<file path="config.mk">
export PLATFORM = sky130hd
export DESIGN_NAME = crc_scan_gen
export DESIGN_NICKNAME = d
export VERILOG_FILES = /design/src/rtl/crc_scan_gen.sv
export SDC_FILE = /design/constraint.sdc
export NUM_CORES = 1
export LEC_CHECK = 0
export BUFFER_PORTS_ARGS = -buffer_cell sky130_fd_sc_hd__buf_2
export CAP_MARGIN = 0
export CORE_MARGIN = 8
export CORE_UTILIZATION = 60
export DETAILED_ROUTE_END_ITERATION = 16
export GPL_ROUTABILITY_DRIVEN = 0
export PLACE_DENSITY = 0.87
export SYNTH_ARGS = -nofsm -noshare
export SYNTH_HDL_FRONTEND = slang
export SYNTH_SLANG_ARGS = --single-unit
</file>
<file path="constraint.sdc">
create_clock -name clk -period 4.75 [get_ports clk]
set_clock_uncertainty 0.2 [all_clocks]
set_input_delay 0.475 -clock clk [delete_from_list [all_inputs] [get_ports clk]]
set_output_delay 0.475 -clock clk [all_outputs]
set_load 0.01 [all_outputs]
</file>
<file path="src/rtl/crc_scan_gen.sv">
// Raster scan generator: issues output-pixel indices for one frame per start pulse,
// carries sof/eol/eof tags through a pipeline-matched delay line, then flushes and reports done.
module crc_scan_gen #(
  parameter int unsigned H_ACT    = 640,
  parameter int unsigned V_ACT    = 480,
  parameter int unsigned ADDR_W   = 19,
  parameter int unsigned PIPE_LAT = 4
) (
  input  logic              clk,
  input  logic              rst,
  input  logic              start,
  input  logic              pix_en,
  output logic [ADDR_W-1:0] cnt,
  output logic              cnt_vld,
  output logic              busy,
  output logic              done,
  output logic              out_vld,
  output logic              out_sof,
  output logic              out_eol,
  output logic              out_eof,
  output logic [7:0]        frame_no
);

  localparam int unsigned XW = (H_ACT > 1) ? $clog2(H_ACT) : 1;
  localparam int unsigned YW = (V_ACT > 1) ? $clog2(V_ACT) : 1;
  localparam int unsigned FW = (PIPE_LAT > 1) ? $clog2(PIPE_LAT) : 1;

  localparam logic [ADDR_W-1:0] LAST   = ADDR_W'(H_ACT * V_ACT - 1);
  localparam logic [XW-1:0]     X_LAST = XW'(H_ACT - 1);
  localparam logic [YW-1:0]     Y_LAST = YW'(V_ACT - 1);
  localparam logic [FW-1:0]     F_INIT = FW'(PIPE_LAT - 1);

  typedef enum logic [1:0] {IDLE, RUN, FLUSH, DONE} state_t;

  state_t          state;
  state_t          state_nxt;
  logic [XW-1:0]   x;
  logic [YW-1:0]   y;
  logic [FW-1:0]   fcnt;
  logic            last_issue;
  logic [3:0]      tag;
  logic [3:0]      dly [PIPE_LAT];

  always_ff @(posedge clk) begin
    if (rst) state <= IDLE;
    else     state <= state_nxt;
  end

  always_comb begin
    state_nxt = state;
    case (state)
      IDLE:    if (start) state_nxt = RUN;
      RUN:     if (last_issue) state_nxt = FLUSH;
      FLUSH:   if (fcnt == '0) state_nxt = DONE;
      DONE:    state_nxt = IDLE;
      default: state_nxt = IDLE;
    endcase
  end

  always_comb begin
    cnt_vld    = (state == RUN) && pix_en;
    busy       = (state != IDLE);
    done       = (state == DONE);
    last_issue = cnt_vld && (cnt == LAST);
    // Tags are qualified by the issue so idle/held cycles shift zeros into the line.
    tag = {cnt_vld,
           cnt_vld && (x == '0) && (y == '0),
           cnt_vld && (x == X_LAST),
           cnt_vld && (x == X_LAST) && (y == Y_LAST)};
    {out_vld, out_sof, out_eol, out_eof} = dly[PIPE_LAT-1];
  end

  always_ff @(posedge clk) begin
    if (rst) begin
      cnt      <= '0;
      x        <= '0;
      y        <= '0;
      fcnt     <= '0;
      frame_no <= '0;
      for (int unsigned i = 0; i < PIPE_LAT; i++) dly[i] <= '0;
    end else begin
      // The delay line runs freely: the downstream pipeline never stalls.
      dly[0] <= tag;
      for (int unsigned i = 1; i < PIPE_LAT; i++) dly[i] <= dly[i-1];

      case (state)
        IDLE: begin
          if (start) begin
            cnt <= '0;
            x   <= '0;
            y   <= '0;
          end
        end
        RUN: begin
          if (last_issue) begin
            cnt  <= '0;
            x    <= '0;
            y    <= '0;
            fcnt <= F_INIT;
          end else if (cnt_vld) begin
            cnt <= cnt + ADDR_W'(1);
            if (x == X_LAST) begin
              x <= '0;
              y <= y + YW'(1);
            end else begin
              x <= x + XW'(1);
            end
          end
        end
        FLUSH: begin
          if (fcnt != '0) fcnt <= fcnt - FW'(1);
        end
        DONE: begin
          frame_no <= frame_no + 8'd1;
        end
        default: ;
      endcase
    end
  end

endmodule

</file>
==> flow_metrics.py <==
metrics = {
    "sta": {
        "rsz0062_at_grt": "false",
        "worst_pin_slew_ps": 1020,
        "finalCritPeriodShare": 0.657,
        "setup-violations-final": 0,
        "finalHoldViolCount": 0,
        "maxSlewHeadroom": 0.319,
        "max_freq_mhz": 320,
        "finalSetupTns_ps": 0,
        "drv_slew": 0,
        "post-route-min-period_ps": 3120,
    },
    "worst_setup_path": {
        "setup.worst_path.start_class": "flip-flop",
        "cpMaxStageDelayCell": "a21oi_1",
        "crit_required_ps": 4740,
        "path_class": "flip-flop to flip-flop",
        "worstPathArrival_ps": 3110,
        "cp_slowest_stage_delay_ps": 830,
        "r2r_slack_ps": 1630,
        "cp_cell_sequence": "inv_1 -> ha_1 -> mux2_2 -> and2_1 -> nor2_1 -> a21oi_1 -> o21ai_0",
        "cp-end-kind": "flip-flop",
        "cp_max_fo": 16,
    },
    "clock_network": {
        "cts.sinks": 66,
        "path_clk_slew_ps": 70,
        "cts_tree": "yes",
        "clk_latency_ps": 340,
        "hold_buffers": 0,
        "postCtsSetupBuffers": 0,
        "clockBufferDepth": 2,
        "htree_num_levels": 3,
        "ctsResizeCount": 0,
        "cts-root-buf": "clkbuf_8",
        "cts_buffers": 9,
    },
    "pwr": {
        "peakVddDrop_v": 0.000294,
        "power.density_nw_per_um2": 423,
        "p_leak_nw": 1.34,
    },
    "floorplan": {
        "dieArea_sq_um": 7600,
        "placementRows": 26,
        "boundaryPins": 38,
        "core_sq_um": 5010,
        "die_h_um": 87.2,
        "die_w_um": 87.2,
        "initial_utilization": 0.606,
    },
    "placed_design": {
        "dpl.hpwl_mm": 4.62,
        "dp.cells": 441,
        "portBuffers": 37,
        "dpl_cell_area_sq_um": 3260,
    },
    "drt": {
        "wl_per_cell_um": 14.3,
        "drc": 0,
        "drtIter0Drc": 238,
        "vias": 2577,
        "wl_mm": 6.55,
        "dr.pass1.iters": 4,
        "viasPerCell": 5.64,
        "ant_nets": 0,
    },
    "layout": {
        "area_growth_pct": 13.9,
        "nets": 398,
        "instances_no_fill": 457,
        "drive_above_1_share": 0.158,
        "multi_input_area_sq_um": 1610,
        "fin_util": 0.691,
        "nFillCells": 402,
        "stdcell_area_sq_um": 3460,
        "diodes": 0,
        "seqCellArea_sq_um": 1320,
    },
    "global_routing": {
        "grt-busiest-layer": "met2",
        "grt_max_degree": 35,
        "antenna_found_initial": 0,
        "grt_use_met3": 0.0425,
        "grt.total_usage": 0.181,
        "grt_pass1_vias": 2355,
        "grt_pass1_wl_mm": 11.0,
        "use_met1": 0.233,
        "grt_overflow": 0,
        "grt_use_met2": 0.276,
    },
    "run_status": {
        "status": "complete, no violations",
    },
    "synthesis": {
        "yosysWarnings": 0,
        "synth_area_sq_um": 3040,
        "synth-seq-cells": 66,
        "async_flop_share": 0,
        "synth_fp_nets": 361,
        "netlist_instances": 345,
        "synth_ff_type": "dfxtp_1",
        "syn_area_per_cell_sq_um": 8.81,
        "synth_seq_area_share": 0.435,
        "synth_cell_type_count": 48,
        "synth_edf_count": 0,
    },
    "hold_path": {
        "hold_class": "flip-flop to flip-flop",
    },
    "flow_run": {
        "maxCapViolations": 0,
    },
}
## per-stage QoR
| step | setup slack, ps | total power [mW] | hold slack [ps] |
|---|---|---|---|
| global placement | 1830 | 0.983 | 216 |
| detailed placement | 1670 | 0.998 | 225 |
| global route | 1330 | 1.55 | 252 |
| CTS | 1640 | 1.47 | 241 |
| floorplan | 2500 | 0.918 | 214 |
| finish | 1630 | 1.46 | 238 |
## cell type report
cell class | instances | share of cell area
inverter | 16 | 0.0174
multi-input combinational | 252 | 0.465
timing repair buffer | 37 | 0.0535
sequential | 66 | 0.382
clock buffer | 12 | 0.0419
clock inverter | 4 | 0.0148
tap | 70 | 0.0253
## Yosys cell counts (5+ instances only)
| master | instances | share of area |
|---|---|---|
| xnor2_1 | 15 | 0.043 |
| nor4_1 | 5 | 0.010 |
| nand2_1 | 27 | 0.033 |
| nand2b_1 | 7 | 0.014 |
| nand4_1 | 13 | 0.027 |
| xor2_1 | 13 | 0.037 |
| dfxtp_1 | 66 | 0.43 |
| ha_1 | 12 | 0.049 |
| nand3_1 | 18 | 0.030 |
| and3_1 | 5 | 0.010 |
| o21ai_0 | 9 | 0.015 |
| nor2b_1 | 13 | 0.027 |
| inv_1 | 16 | 0.020 |
| a21oi_1 | 13 | 0.021 |
| nor2_1 | 41 | 0.051 |
| clkbuf_1 | 7 | 0.0087 |
| nor3_1 | 11 | 0.018 |
## path summary, 6_finish.rpt
check,start,end,depth (start not counted)
worst max-delay path,state[1],y[1],7
worst min-delay path,dly[0][9],dly[0][13],1
worst max register to register,state[1],y[1],7
worst min register to register,dly[0][9],dly[0][13],1
## kinds of logic (layout without fill, tap and decap cells)
logic type                 Yosys count  count (layout)  synth area share
and+or+nand+nor                    164             164             0.295
DFF                                 66              66             0.435
AOI/OAI and AO/OA                   44              44            0.0914
xor gates and xnor gates            28              28            0.0807
buffers and inverters               27              69            0.0350
adders and majority gates           12              12            0.0494
muxes                                4               4            0.0136
## per-layer routing
metal  routed length [um]  part of all wire  vias to the layer above
li1                     -                 -                     1275
met1                 2990              0.46                     1189
met2                 2940              0.45                       97
met3                  471             0.072                       16
met4                  142             0.022                        0
met5                    0                 0                        -
## flip-flops by register name, summed over array words and instances (netlist names)
signal / cells
frame_no: 8
dly: 16
state: 2
y: 9
fcnt: 2
x: 10
cnt: 19
## report_power, final
group          internal (mW)  leakage [nW]  total, mW  switching (mW)
registers              0.583         0.533      0.609          0.0256
logic                  0.116         0.710      0.384           0.268
clock network          0.257        0.0966      0.470           0.213
total                  0.957          1.34       1.46           0.507
## worst max-delay path, delay by kind of cell, from the launching register on
kind / cells / cell delay, ps
AOI/OAI and AO/OA: 2 / 990
muxes: 1 / 290
DFF: 1 / 390
and+or+nand+nor: 2 / 700
buffers and inverters: 1 / 100
adders and majority gates: 1 / 300
## cell usage in the layout, fill, tap and decap left out, types with 4 or more instances in the layout
master / instances
dfxtp_1: 66
xnor2_1: 15
nand3_1: 18
o21ai_0: 9
nand2_1: 27
a21oi_1: 13
nor3_1: 11
or3_1: 4
ha_1: 12
nor2b_1: 13
buf_2: 37
nor4_1: 5
nor2_1: 41
inv_1: 16
and3_1: 5
xor2_1: 13
nand2b_1: 7
nand4_1: 13
clkbuf_8: 10
Power figures use the tool's default switching activity.
